--- config.mk ---
export PLATFORM = sky130hd
export DESIGN_NAME = rr_bus_arbiter_flat
export DESIGN_NICKNAME = d
export VERILOG_FILES = /design/src/rtl/rr_bus_arbiter_if.sv /design/src/rtl/rr_bus_arbiter.sv /design/src/flat_wrapper.sv
export SDC_FILE = /design/constraint.sdc
export NUM_CORES = 1
export LEC_CHECK = 0
export BUFFER_PORTS_ARGS = -buffer_cell sky130_fd_sc_hd__clkbuf_2
export CORE_MARGIN = 2
export CORE_UTILIZATION = 30
export DETAILED_ROUTE_END_ITERATION = 7
export SLEW_MARGIN = 40
export SYNTH_ARGS = -nofsm -noshare
export SYNTH_HDL_FRONTEND = slang
export SYNTH_SLANG_ARGS = --single-unit
--- constraint.sdc ---
create_clock -name clk -period 2 [get_ports clk]
set_input_delay 0.1 -clock clk [delete_from_list [all_inputs] [get_ports clk]]
set_output_delay 0.1 -clock clk [all_outputs]
set_load 0.01 [all_outputs]
--- src/rtl/rr_bus_arbiter_if.sv ---
// Request/grant bundle between bus masters and the arbiter.
// Latency: none, wires only.
// Backpressure: none; masters hold req until they are done with the bus.
interface rr_bus_arbiter_if #(
    parameter int N   = 4,
    parameter int IDW = (N > 2) ? $clog2(N) : 1
);
    logic [N-1:0]   req;
    logic           mode;
    logic [N-1:0]   gnt;
    logic           gnt_valid;
    logic [IDW-1:0] gnt_id;

    // Bus-master side: drives requests and arbitration mode.
    modport master (
        output req,
        output mode,
        input  gnt,
        input  gnt_valid,
        input  gnt_id
    );

    // Arbiter side: samples requests, drives the registered grant.
    modport slave (
        input  req,
        input  mode,
        output gnt,
        output gnt_valid,
        output gnt_id
    );
endinterface

--- src/rtl/rr_bus_arbiter.sv ---
// N-requester bus arbiter, fixed-priority or round-robin, grant held until release.
// Latency: 1 cycle req->gnt, 1 cycle release->gnt low, one idle cycle between owners.
// Backpressure: owner keeps the bus while its req is high; others wait.
// Optional ARB_HOLD_LIMIT_EN: forced release after MAX_HOLD grant cycles.
module rr_bus_arbiter #(
    parameter int N        = 4,
    parameter int MAX_HOLD = 16,
    parameter int IDW      = (N > 2) ? $clog2(N) : 1
) (
    input  logic            clk,
    input  logic            resetn,
    rr_bus_arbiter_if.slave bus
);
    typedef enum logic {
        IDLE = 1'b0,
        BUSY = 1'b1
    } state_t;

    localparam logic [N-1:0] ONE = N'(1);

    state_t         state;
    logic [IDW-1:0] last;
    logic [N-1:0]   cand;
    logic [IDW-1:0] winner;
    logic [IDW-1:0] idx;
    logic           found;

`ifdef ARB_HOLD_LIMIT_EN
    logic [7:0]     hold_cnt;
    logic           pre_vld;
    logic [IDW-1:0] pre_id;
    logic [N-1:0]   pre_mask;

    // Mask the preempted owner only when someone else is waiting.
    always_comb begin
        pre_mask = ONE << pre_id;
        cand     = bus.req;
        if (pre_vld && ((bus.req & ~pre_mask) != '0)) begin
            cand = bus.req & ~pre_mask;
        end
    end
`else
    // Without the hold limit every request is a candidate.
    always_comb begin
        cand = bus.req;
    end
`endif

    // Winner search: from index 0 in fixed mode, from last+1 in round robin.
    always_comb begin
        winner = '0;
        found  = 1'b0;
        idx    = '0;
        for (int k = 0; k < N; k++) begin
            if (bus.mode) begin
                idx = IDW'((int'(last) + 1 + k) % N);
            end else begin
                idx = IDW'(k);
            end
            if (!found && cand[idx]) begin
                winner = idx;
                found  = 1'b1;
            end
        end
    end

    // Grant FSM with registered outputs; owner change always passes through IDLE.
    always_ff @(posedge clk) begin
        if (!resetn) begin
            state         <= IDLE;
            bus.gnt       <= '0;
            bus.gnt_valid <= 1'b0;
            bus.gnt_id    <= '0;
            last          <= IDW'(N - 1);
`ifdef ARB_HOLD_LIMIT_EN
            hold_cnt      <= 8'd0;
            pre_vld       <= 1'b0;
            pre_id        <= '0;
`endif
        end else begin
            case (state)
                IDLE: begin
                    if (bus.req != '0) begin
                        state         <= BUSY;
                        bus.gnt       <= ONE << winner;
                        bus.gnt_valid <= 1'b1;
                        bus.gnt_id    <= winner;
                        last          <= winner;
`ifdef ARB_HOLD_LIMIT_EN
                        hold_cnt      <= 8'd1;
                        pre_vld       <= 1'b0;
`endif
                    end
                end
                BUSY: begin
                    if (!bus.req[bus.gnt_id]) begin
                        state         <= IDLE;
                        bus.gnt       <= '0;
                        bus.gnt_valid <= 1'b0;
`ifdef ARB_HOLD_LIMIT_EN
                        hold_cnt      <= 8'd0;
`endif
                    end
`ifdef ARB_HOLD_LIMIT_EN
                    else if (hold_cnt >= 8'(MAX_HOLD)) begin
                        state         <= IDLE;
                        bus.gnt       <= '0;
                        bus.gnt_valid <= 1'b0;
                        hold_cnt      <= 8'd0;
                        pre_vld       <= 1'b1;
                        pre_id        <= bus.gnt_id;
                    end else begin
                        hold_cnt      <= hold_cnt + 8'd1;
                    end
`endif
                end
                default: begin
                    state <= IDLE;
                end
            endcase
        end
    end
endmodule

--- src/flat_wrapper.sv ---
// flat-port wrapper written by rule: the top's interface ports become plain ports
module rr_bus_arbiter_flat 
#(
    parameter int N        = 4,
    parameter int MAX_HOLD = 16,
    parameter int IDW      = (N > 2) ? $clog2(N) : 1
)
  (clk, resetn, bus_req, bus_mode, bus_gnt, bus_gnt_valid, bus_gnt_id);
  rr_bus_arbiter_if #(.N(N), .IDW(IDW)) bus_i ();
  input  logic clk;
  input  logic resetn;
  input wire logic [$bits(bus_i.req)-1:0] bus_req;
  input wire logic [$bits(bus_i.mode)-1:0] bus_mode;
  output wire logic [$bits(bus_i.gnt)-1:0] bus_gnt;
  output wire logic [$bits(bus_i.gnt_valid)-1:0] bus_gnt_valid;
  output wire logic [$bits(bus_i.gnt_id)-1:0] bus_gnt_id;
  assign bus_i.req = bus_req;
  assign bus_i.mode = bus_mode;
  assign bus_gnt = bus_i.gnt;
  assign bus_gnt_valid = bus_i.gnt_valid;
  assign bus_gnt_id = bus_i.gnt_id;
  rr_bus_arbiter #(.N(N), .MAX_HOLD(MAX_HOLD), .IDW(IDW)) u_core (.clk(clk), .resetn(resetn), .bus(bus_i));
endmodule
# Word-level counts from Yosys, hierarchy flattened
# Cells that the tools add are included.
[totals]
ff_bits = 10
[classes]
add_sub_neg = 4
magnitude_cmp = 5
eq_ne = 2
n_shift = 1
muxes = 30
n_bitwise = 1
reduce_logical = 9
[op_table]
columns = ["op", "count"]
rows = [
  ["$mux W2", 8],
  ["$lt A2 B3 Y1 const B", 5],
  ["$mux W1", 12],
  ["$bmux W1 S2", 5],
  ["$mux W4", 2],
  ["$pmux W4 S2", 1],
  ["$add A2 B1 Y2 const B", 2],
  ["$add A2 B2 Y2 const B", 2],
  ["$pmux W1 S2", 2],
  ["$reduce_and A2 Y1", 2],
  ["$reduce_bool A4 Y1", 1],
  ["$shl A1 B2 Y4 const A", 1],
  ["$logic_and A1 B1 Y1", 3],
  ["$logic_not A1 Y1", 3],
  ["$ne A2 B1 Y1 const B", 1],
  ["$ne A2 B2 Y1 const B", 1],
  ["$not A1 Y1", 1],
]

# Logic depth before layout (Yosys ltp)
# Gate-level depths: netlist of run 1.
[depth]
depth_word = 17
ltp_mapped = 6
depth_no_buf = 5

# Worst setup path after synthesis of run 1
# Ideal clock, no wire load.
[synth_timing]
kind = "register to register"
startpoint = "register u_core.last[1]"
endpoint = "register u_core.bus.gnt[0]"
setup_ns = 0.117
arrival_ns = 1.546
required_ns = 1.883
setup_slack_ns = 0.337
stages_incl_launch_ff = 6
path_buffers = 0
period_less_slack_ns = 1.663
path_cell_list = "dfxtp_1 -> nor2b_4 -> mux4_2 -> a211oi_2 -> o2bb2ai_1 -> a32o_1"
[synth_between]
elab_chain_cells = 17
[synth_lines]
columns = ["element", "line_no", "text"]
rows = [
  ["start: declaration", "rr_bus_arbiter.sv:22", "logic [IDW-1:0] last;"],
  ["start signal: assignment", "rr_bus_arbiter.sv:74", "last <= IDW'(N - 1);"],
  ["start signal: assignment", "rr_bus_arbiter.sv:88", "last <= winner;"],
  ["$add A2 B1 Y2 (*)", "rr_bus_arbiter.sv:56", "idx = IDW'((int'(last) + 1 + k) % N);"],
  ["branches (longest 12 deep; another with $add A2 B2 Y2)", "n/a", ""],
  ["$mux W2 (*)", "rr_bus_arbiter.sv:60", "if (!found && cand[idx]) begin"],
  ["$shl A1 B2 Y4 (*)", "rr_bus_arbiter.sv:85", "bus.gnt <= ONE << winner;"],
  ["$mux W4 (*)", "rr_bus_arbiter.sv:83", "if (bus.req != '0) begin"],
  ["$pmux W4 S2 (*)", "rr_bus_arbiter.sv:81", "case (state)"],
  ["end signal: assignment", "rr_bus_arbiter.sv:85", ""],
  ["end: declaration", "rr_bus_arbiter_if.sv:27", "output gnt,"],
]
# Mark *: on every way between the ends. The select of a mux whose other input is x is not followed.
# A chain may end at the register's enable or synchronous reset.

# Worst setup path in the final report of run 1
[layout_timing]
startpoint = "register u_core.last[1]"
endpoint = "register u_core.bus.gnt[1]"
# The elaborated chain is that of the path after synthesis.

==> results.txt, run 1 <==
----------------------------------------------------
[Outcome]
  Outcome ... finished clean

[Clocking]
  Clock sink count ... 10
  H-tree lvl count ... 1
  CTS clock-pin slew for the worst setup and hold paths ... 70 ps
  Root cell of the clock tree ... sky130_fd_sc_hd__clkbuf_4
  Total CTS buffers ... 3
  Buffers from clock root to sink, at most ... 2
  Post-CTS sizing ... 0
  Post-CTS setup-driven buffer insertion count ... 0
  Total of hold buffers inserted after clock tree synthesis ... 0
  Later-pin clock latency in the skew report ... 280 ps
  CTS tree ... done

[Power]
  Reported leakage power ... 0.000339 uW
  Share of total power in combinational logic ... 33.4%
  Sequential share of power ... 38.3%
  Switching power share of the total ... 34.1%
  Power Internal ... 433 uW
  Portion of total power attributed to the clock network ... 28.2%
  Worst vdd rail ir drop ... 428 uV
  Psw ... 224 uW
  Power density over the cells ... 767 mW/mm^2

[Die]
  Width of the die ... 53.5 um
  Floorplan Core Area ... 0.00225 sq mm
  Effective utilization at floorplan ... roughly 33%
  I/O pins ... 14
  Number of rows created at floorplan ... 17
  Die area ... 0.00286 sq mm
  Die Y-Extent ... between 50 and 60 um

[Routing]
  Post-DRT Antenna Nets ... 0
  Count of TritonRoute iterations in the first routing pass ... 4
  Total routed wire length on the met1 layer ... 818 um
  Remaining DRCs ... 0
  Routed length on met2 ... 741 um
  Sum of met3 wire segment lengths after detailed routing ... ~110 um
  Vias per inst ... 5.60
  Post-DR wirelength/cell ... approximately 14 um
  Violation count after the first detailed-route iteration ... 22
  Drt total wl ... 1700 um
  Uppermost metal layer occupied by signal nets ... met4
  Routed vias ... 700

[Critical path]
  Length in cells of the worst reg-to-reg path ... 5
  Maximum net fanout on the critical path ... 5
  Arrival time worst endpoint ... between 2000 and 2500 ps
  Capture instance of the worst register-to-register path ... u_core.bus.gnt[1]$_SDFFE_PN0P_
  Critical path class ... register to register
  Largest stage delay, worst path ... 530 ps
  Launch point of the worst reg-to-reg path ... u_core.last[1]$_SDFFE_PN1P_
  CP max stage cell ... sky130_fd_sc_hd__mux4_2
  Worst endpoint required time ... 2220 ps
  Worst setup EP type ... register
  Cell-by-cell listing of the critical path ... nor2b_4 > mux4_2 > a211oi_2 > a2bb2oi_1 > a32o_1
  Type of element launching the critical path ... register
  Flop-to-flop setup slack ... 110 ps

[Cells and area]
  Multi-input combinational cell area ... 493 sq um
  Ant diodes ... 0
  Final nets ... 105
  Sequential Area ... 201 sq um
  Fill cell total of the finished layout ... 260
  Area of all placed cells without fillers ... 857 sq um
  Share of post-route cells with drive strength above 1 ... about a third
  Commonest cells after routing, fill and taps aside ... 13 x sky130_fd_sc_hd__clkbuf_2, 9 x sky130_fd_sc_hd__dfxtp_1, 7 x sky130_fd_sc_hd__nand2_1, 6 x sky130_fd_sc_hd__nor2_1, 4 x sky130_fd_sc_hd__a32o_1
  Most common cell after layout, fill and taps aside ... sky130_fd_sc_hd__clkbuf_2
  Signed area change from the synthesized netlist to the final layout ... 16.7%

[Global route]
  Pin count of the biggest net entering global routing ... 13
  Residual overflow from global routing ... 0
  Antenna violations before repair ... 0
  First-pass GRT wire length ... 2810 um
  Overall routing resource usage ... 13.5%
  Via count of the first global-routing pass ... 611

[STA]
  RSZ-0062 raised after global routing ... no
  Slew at the pin closest to its max-slew limit ... 454 ps
  Worst setup skew after layout ... 2.36 ps
  Final number of hold-violating endpoints ... 0
  Minimum period implied by the final worst setup slack ... 1890 ps
  Portion of the clock cycle consumed by the worst path in the final layout ... between 90 and 100%
  Final setup violating endpoints ... 0
  Number of pins with negative max-slew slack in the final report ... 0
  Headroom to the max-slew limit ... between 60 and 70%
  Final total negative setup slack ... 0 ps
  Maximum clock rate ... between 500 and 600 MHz

[Min path]
  WHS Path Cells ... 2
  Hold Crit Class ... input port to register
  Worst min-delay path endpoint ... u_core.last[1]$_SDFFE_PN1P_
  Worst hold start ... resetn

[Place]
  Weighted congestion at the end of routability-driven global placement ... roughly 0.84
  Placed wire-length estimate ... 1250 um
  Count of port buffers added during placement ... 13
  Instance area at placement ... around 800 sq um

[Logic synthesis]
  Synth unique cells ... 36
  Total nets after synthesis ... 90
  Post-synthesis instance area ... between 700 and 800 sq um
  Total of flip-flops plus latches after synthesis ... 10
  Mean instance size in the synthesized netlist ... 8.85 sq um
  Proportion of synthesized chip area in sequential cells ... 27.3%
  Synth Instances ... 83
  Syn. warnings ... 0

[Job]
  Max-cap violations ... 0

----------------------------------------------------
## synth_stat cells
| master | count | area share, % |
|---|---|---|
| sky130_fd_sc_hd__a2111oi_2 | 1 | 2.0 |
| sky130_fd_sc_hd__nor2b_1 | 1 | 0.85 |
| sky130_fd_sc_hd__a32o_1 | 4 | 5.5 |
| sky130_fd_sc_hd__inv_1 | 3 | 1.5 |
| sky130_fd_sc_hd__a21bo_2 | 1 | 1.4 |
| sky130_fd_sc_hd__a21oi_1 | 3 | 2.0 |
| sky130_fd_sc_hd__mux2i_1 | 2 | 2.7 |
| sky130_fd_sc_hd__o311ai_1 | 1 | 1.2 |
| sky130_fd_sc_hd__a21boi_0 | 3 | 3.1 |
| sky130_fd_sc_hd__buf_2 | 3 | 2.0 |
| sky130_fd_sc_hd__nand2_1 | 7 | 3.6 |
| sky130_fd_sc_hd__o211ai_1 | 1 | 1.0 |
| sky130_fd_sc_hd__nand2b_1 | 2 | 1.7 |
| sky130_fd_sc_hd__dfxtp_1 | 10 | 27 |
| sky130_fd_sc_hd__a2bb2oi_1 | 1 | 1.2 |
| sky130_fd_sc_hd__buf_6 | 1 | 1.5 |
| sky130_fd_sc_hd__nand3b_1 | 3 | 3.1 |
| sky130_fd_sc_hd__o31ai_1 | 1 | 1.0 |
| sky130_fd_sc_hd__and2_1 | 1 | 0.85 |
| sky130_fd_sc_hd__nor2b_4 | 2 | 3.7 |
| sky130_fd_sc_hd__a211oi_2 | 3 | 5.1 |
| sky130_fd_sc_hd__clkbuf_1 | 1 | 0.51 |
| sky130_fd_sc_hd__mux4_2 | 2 | 6.1 |
| sky130_fd_sc_hd__nand3_1 | 3 | 2.0 |
| sky130_fd_sc_hd__o22ai_1 | 1 | 0.85 |
| sky130_fd_sc_hd__o21ai_1 | 3 | 2.0 |
| sky130_fd_sc_hd__a22oi_1 | 1 | 1.0 |
| sky130_fd_sc_hd__or2_1 | 1 | 0.85 |
| sky130_fd_sc_hd__or3b_1 | 1 | 1.2 |
| sky130_fd_sc_hd__o21ai_0 | 3 | 2.0 |
| sky130_fd_sc_hd__or2_2 | 2 | 1.7 |
| sky130_fd_sc_hd__mux2_1 | 1 | 1.5 |
| sky130_fd_sc_hd__o2bb2ai_1 | 1 | 1.2 |
| sky130_fd_sc_hd__nor4_1 | 2 | 1.7 |
| sky130_fd_sc_hd__o31ai_2 | 1 | 1.7 |
| sky130_fd_sc_hd__nor2_1 | 6 | 3.1 |
## logic make-up (layout without fill, tap and decap cells)
group	Yosys count	count (layout)	synth area share (%)
and+or+nand+nor	31	31	24.4
AOI/OAI and AO/OA	29	29	32.4
DFF	10	10	27.3
buffers and inverters	8	22	5.62
muxes	5	5	10.4
## power by group through the flow
stage / Sequential [uW] / Clock, uW / Combinational (uW)
floorplan: 254 / 0 / 160
global placement: 254 / 0 / 215
detailed placement: 256 / 0 / 217
CTS: 252 / 188 / 219
global route: 257 / 203 / 242
finish: 252 / 186 / 220
## cell type report
| type | instances | area share (%) |
|---|---|---|
| clock buffer | 4 | 4.23 |
| multi-input combinational | 65 | 57.5 |
| inverter | 3 | 1.31 |
| tap | 28 | 4.09 |
| timing repair buffer | 15 | 9.34 |
| sequential | 10 | 23.5 |
## how the worst max path moves through the flow
stage	start	to
2_1_floorplan	u_core.last[1]$_SDFFE_PN1P_	u_core.bus.gnt[0]$_SDFFE_PN0P_
3_3_place_gp	u_core.last[0]$_SDFFE_PN1P_	u_core.bus.gnt[1]$_SDFFE_PN0P_
3_5_place_dp	u_core.last[0]$_SDFFE_PN1P_	u_core.bus.gnt[0]$_SDFFE_PN0P_
4_1_cts	u_core.last[0]$_SDFFE_PN1P_	u_core.bus.gnt[1]$_SDFFE_PN0P_
5_1_grt	u_core.last[1]$_SDFFE_PN1P_	u_core.bus.gnt[0]$_SDFFE_PN0P_
6_report	u_core.last[1]$_SDFFE_PN1P_	u_core.bus.gnt[1]$_SDFFE_PN0P_
## stage by stage
step                      worst slack [ps]  power (uW)  utilization, %  std cells  hold slack [ps]
after global routing                  24.7         702            38.0        125             80.0
after global placement                 176         469            36.3        121              353
after CTS                             93.6         659            38.0        125             64.0
after detailed placement               119         473            36.3        121              348
after floorplan                        337         414               -         83              180
final                                  113         658            38.0        125             66.7
## state kept, by name, summed over array words and instances, names as in the netlist
register              cells
u_core.bus.gnt            4
u_core.state              1
u_core.bus.gnt_id         2
u_core.bus.gnt_valid      1
u_core.last               2
## worst max-delay path, delay by kind of cell, from the launching register on
family,cells,cell delay [ps]
AOI/OAI and AO/OA,3,750
muxes,1,530
DFF,1,350
and+or+nand+nor,1,200
## routing by layer
metal,track usage (%),vias up
met4,5.13,0
met3,1.69,3
met2,20.2,23
li1,-,341
met5,0,-
met1,19.3,333
Power figures use the tool's default switching activity.
==> run 2: changes to the inputs <==
--- a/config.mk
+++ b/config.mk
@@ -5,6 +5,7 @@
 export SDC_FILE = /design/constraint.sdc
 export NUM_CORES = 1
 export LEC_CHECK = 0
+export ABC_AREA = 1
 export BUFFER_PORTS_ARGS = -buffer_cell sky130_fd_sc_hd__clkbuf_2
 export CORE_MARGIN = 2
 export CORE_UTILIZATION = 30
==> run 2 against run 1 <==
Net effect: combinational power up 60%; total power increased by 12%; setup slack improved by 240 ps; die area grew 11%; hold slack improved by 19 ps; sequential cell count unchanged; area after synthesis grew 11%; cell count increased by 42%; largest cell class unchanged; critical path depth grew 6.
==> results.txt, run 2 <==
----------------------------------------------------
[Outcome]
  Outcome ... finished clean

[Place]
  Count of port buffers added during placement ... 13
  Placed wire-length estimate ... 1530 um
  Weighted congestion at the end of routability-driven global placement ... 0.890

[Critical path]
  Launch point of the worst reg-to-reg path ... u_core.last[0]$_SDFFE_PN1P_
  Maximum net fanout on the critical path ... 11
  Flop-to-flop setup slack ... 350 ps
  Length in cells of the worst reg-to-reg path ... 11
  Type of element launching the critical path ... register
  Capture instance of the worst register-to-register path ... u_core.bus.gnt_id[1]$_SDFFE_PN0P_
  Worst setup EP type ... register
  Critical path class ... register to register
  Arrival time worst endpoint ... 1840 ps
  Worst endpoint required time ... 2190 ps

[Cells and area]
  Signed area change from the synthesized netlist to the final layout ... 12.5%
  Share of post-route cells with drive strength above 1 ... 24.5%
  Ant diodes ... 0
  Final core utilization ... between 30 and 40%
  Registers with the most flip-flops ... u_core.bus.gnt: 4 flops, u_core.bus.gnt_id: 2 flops, u_core.last: 2 flops
  Commonest cells after routing, fill and taps aside ... 41 x sky130_fd_sc_hd__nand2_1, 19 x sky130_fd_sc_hd__nand3_1, 15 x sky130_fd_sc_hd__inv_1, 13 x sky130_fd_sc_hd__clkbuf_2, 10 x sky130_fd_sc_hd__dfxtp_1
  Most common cell after layout, fill and taps aside ... sky130_fd_sc_hd__nand2_1
  Fill cell total of the finished layout ... 288
  Register name with the most flops ... u_core.bus.gnt
  Flip-flop count of the largest register, all copies and words added ... 4
  Final nets ... 156

[Clocking]
  Later-pin clock latency in the skew report ... 260 ps
  Root cell of the clock tree ... sky130_fd_sc_hd__clkbuf_4
  Clock sink count ... 10
  Post-CTS setup-driven buffer insertion count ... 0
  H-tree lvl count ... 1
  Buffers from clock root to sink, at most ... 2
  Post-CTS sizing ... 0
  CTS clock-pin slew for the worst setup and hold paths ... 60 ps
  Total of hold buffers inserted after clock tree synthesis ... 0
  Total CTS buffers ... 3
  CTS tree ... done

[Logic synthesis]
  Leading cell types by total area after synthesis ... sky130_fd_sc_hd__dfxtp_1 24%, sky130_fd_sc_hd__nand2_1 19%, sky130_fd_sc_hd__nand3_1 12%
  Mean instance size in the synthesized netlist ... 6.15 sq um
  Flip-flop cell with the highest count after synthesis ... sky130_fd_sc_hd__dfxtp_1
  Area share of the leading cell type in the synthesized netlist ... ~24%
  Top cell type by total area after synthesis ... sky130_fd_sc_hd__dfxtp_1
  Total of flip-flops plus latches after synthesis ... 10
  Post-synthesis instance area ... 818 sq um
  Syn. warnings ... 0
  Total nets after synthesis ... 140
  Synth Instances ... between 100 and 150
  Most frequent cells after synthesis ... 41 x sky130_fd_sc_hd__nand2_1, 19 x sky130_fd_sc_hd__nand3_1, 15 x sky130_fd_sc_hd__inv_1
  Proportion of synthesized chip area in sequential cells ... 24.5%
  Count of flip-flops with a built-in enable after synthesis ... 0
  Synth unique cells ... 19
  Most used standard cell by instance count after synthesis ... sky130_fd_sc_hd__nand2_1
  Proportion of register bits with asynchronous set or reset after synthesis ... 0%

[Global route]
  GR met3 Demand/Resource ... 2.09%
  Pin count of the biggest net entering global routing ... 13
  Antenna violations before repair ... 0
  Via count of the first global-routing pass ... 757
  First-pass GRT wire length ... 3280 um
  Met2 usage in global routing ... 19.7%
  Overall routing resource usage ... roughly 13%
  Grt met1 use ... 17.1%
  Residual overflow from global routing ... 0
  Busiest metal layer after global routing ... met2

[STA]
  Number of pins with negative max-slew slack in the final report ... 0
  Slew at the pin closest to its max-slew limit ... 509 ps
  Worst setup skew after layout ... 1.81 ps
  Portion of the clock cycle consumed by the worst path in the final layout ... 82.5%
  Final total negative setup slack ... 0 ps
  Minimum period implied by the final worst setup slack ... 1650 ps
  Headroom to the max-slew limit ... 65.7%
  Final setup violating endpoints ... 0
  Final number of hold-violating endpoints ... 0
  Maximum clock rate ... 606 MHz
  RSZ-0062 raised after global routing ... no

[Routing]
  Post-DRT Antenna Nets ... 0
  Remaining DRCs ... 0
  Count of TritonRoute iterations in the first routing pass ... 4
  Vias per inst ... 4.95
  Routed vias ... 876
  Post-DR wirelength/cell ... 10.6 um
  Violation count after the first detailed-route iteration ... 26
  Drt total wl ... approximately 1900 um

[Job]
  Max-cap violations ... 0

[Min path]
  Worst min-delay path endpoint ... u_core.last[0]$_SDFFE_PN1P_
  WHS Path Cells ... 2
  Hold Crit Class ... input port to register
  Worst hold start ... resetn

[Die]
  Width of the die ... ~56 um
  Effective utilization at floorplan ... 32.4%
  Floorplan Core Area ... 0.00252 sq mm
  Die Y-Extent ... 56.2 um
  I/O pins ... 14
  Number of rows created at floorplan ... 18
  Die area ... 0.00316 sq mm

[Power]
  Reported leakage power ... between 0.0004 and 0.0005 uW
  Power density over the cells ... 799 mW/mm^2
  Total power consumption of the routed design ... about 740 uW
  Worst vdd rail ir drop ... 494 uV

----------------------------------------------------
[run 2: worst max-delay path by stage]
stage                                      startpoint                                 to  slack [ps]
after floorplan           u_core.last[0]$_SDFFE_PN1P_     u_core.bus.gnt[1]$_SDFFE_PN0P_         620
after global placement    u_core.last[0]$_SDFFE_PN1P_     u_core.bus.gnt[0]$_SDFFE_PN0P_         410
after detailed placement  u_core.last[0]$_SDFFE_PN1P_     u_core.bus.gnt[0]$_SDFFE_PN0P_         370
after CTS                 u_core.last[0]$_SDFFE_PN1P_     u_core.bus.gnt[0]$_SDFFE_PN0P_         360
after global routing      u_core.last[0]$_SDFFE_PN1P_     u_core.bus.gnt[0]$_SDFFE_PN0P_         120
final                     u_core.last[0]$_SDFFE_PN1P_  u_core.bus.gnt_id[1]$_SDFFE_PN0P_         350
[run 2: cell type report]
cell class              instances  area, sq um  area share [%]
flip-flops and latches         10          200            21.7
repair buffers                 13         65.1            7.07
clock buffers                   3         22.5            2.45
multi-input cells             103          528            57.3
inverters                      18         67.6            7.34
well taps                      30         37.5            4.08
[run 2: stage by stage]
stage	std cells	hold WS, ps	setup slack (ps)	instance area, sq um
5_1_grt	177	86.8	117	921
6_report	177	85.5	351	921
4_1_cts	177	82.1	357	921
3_5_place_dp	174	348	365	898
2_1_floorplan	133	199	621	818
3_3_place_gp	174	350	409	898
[run 2: kinds of logic after synthesis]
| logic type | share of synthesized area [%] |
|---|---|
| simple gates | 55.0 |
| buf+inv | 11.0 |
| flops | 24.5 |
| compound gates | 9.48 |
[run 2: power by group]
part | switching [uW] | internal, uW | total [uW]
registers | 22.4 | 231 | 253
clock network | 61.7 | 69.2 | 131
logic | 233 | 118 | 351
total | 318 | 418 | 735
[run 2: critical path, stage by stage, from the launching register on]
cell and delay [ps]:
sky130_fd_sc_hd__dfxtp_1 320, sky130_fd_sc_hd__inv_2 180, sky130_fd_sc_hd__nand2_2 170, sky130_fd_sc_hd__nand2_1 90
sky130_fd_sc_hd__nand2_1 70, sky130_fd_sc_hd__nand2_2 90, sky130_fd_sc_hd__nand2_4 70, sky130_fd_sc_hd__nor2_4 120
sky130_fd_sc_hd__nand4_1 110, sky130_fd_sc_hd__nand2_2 130, sky130_fd_sc_hd__nand2_1 90, sky130_fd_sc_hd__a21oi_1 130
[run 2: metal layers]
| metal | up-vias | wire length [um] |
|---|---|---|
| li1 | 459 | - |
| met3 | 2 | 99 |
| met4 | 0 | 9 |
| met2 | 30 | 839 |
| met1 | 385 | 924 |
| met5 | - | 0 |
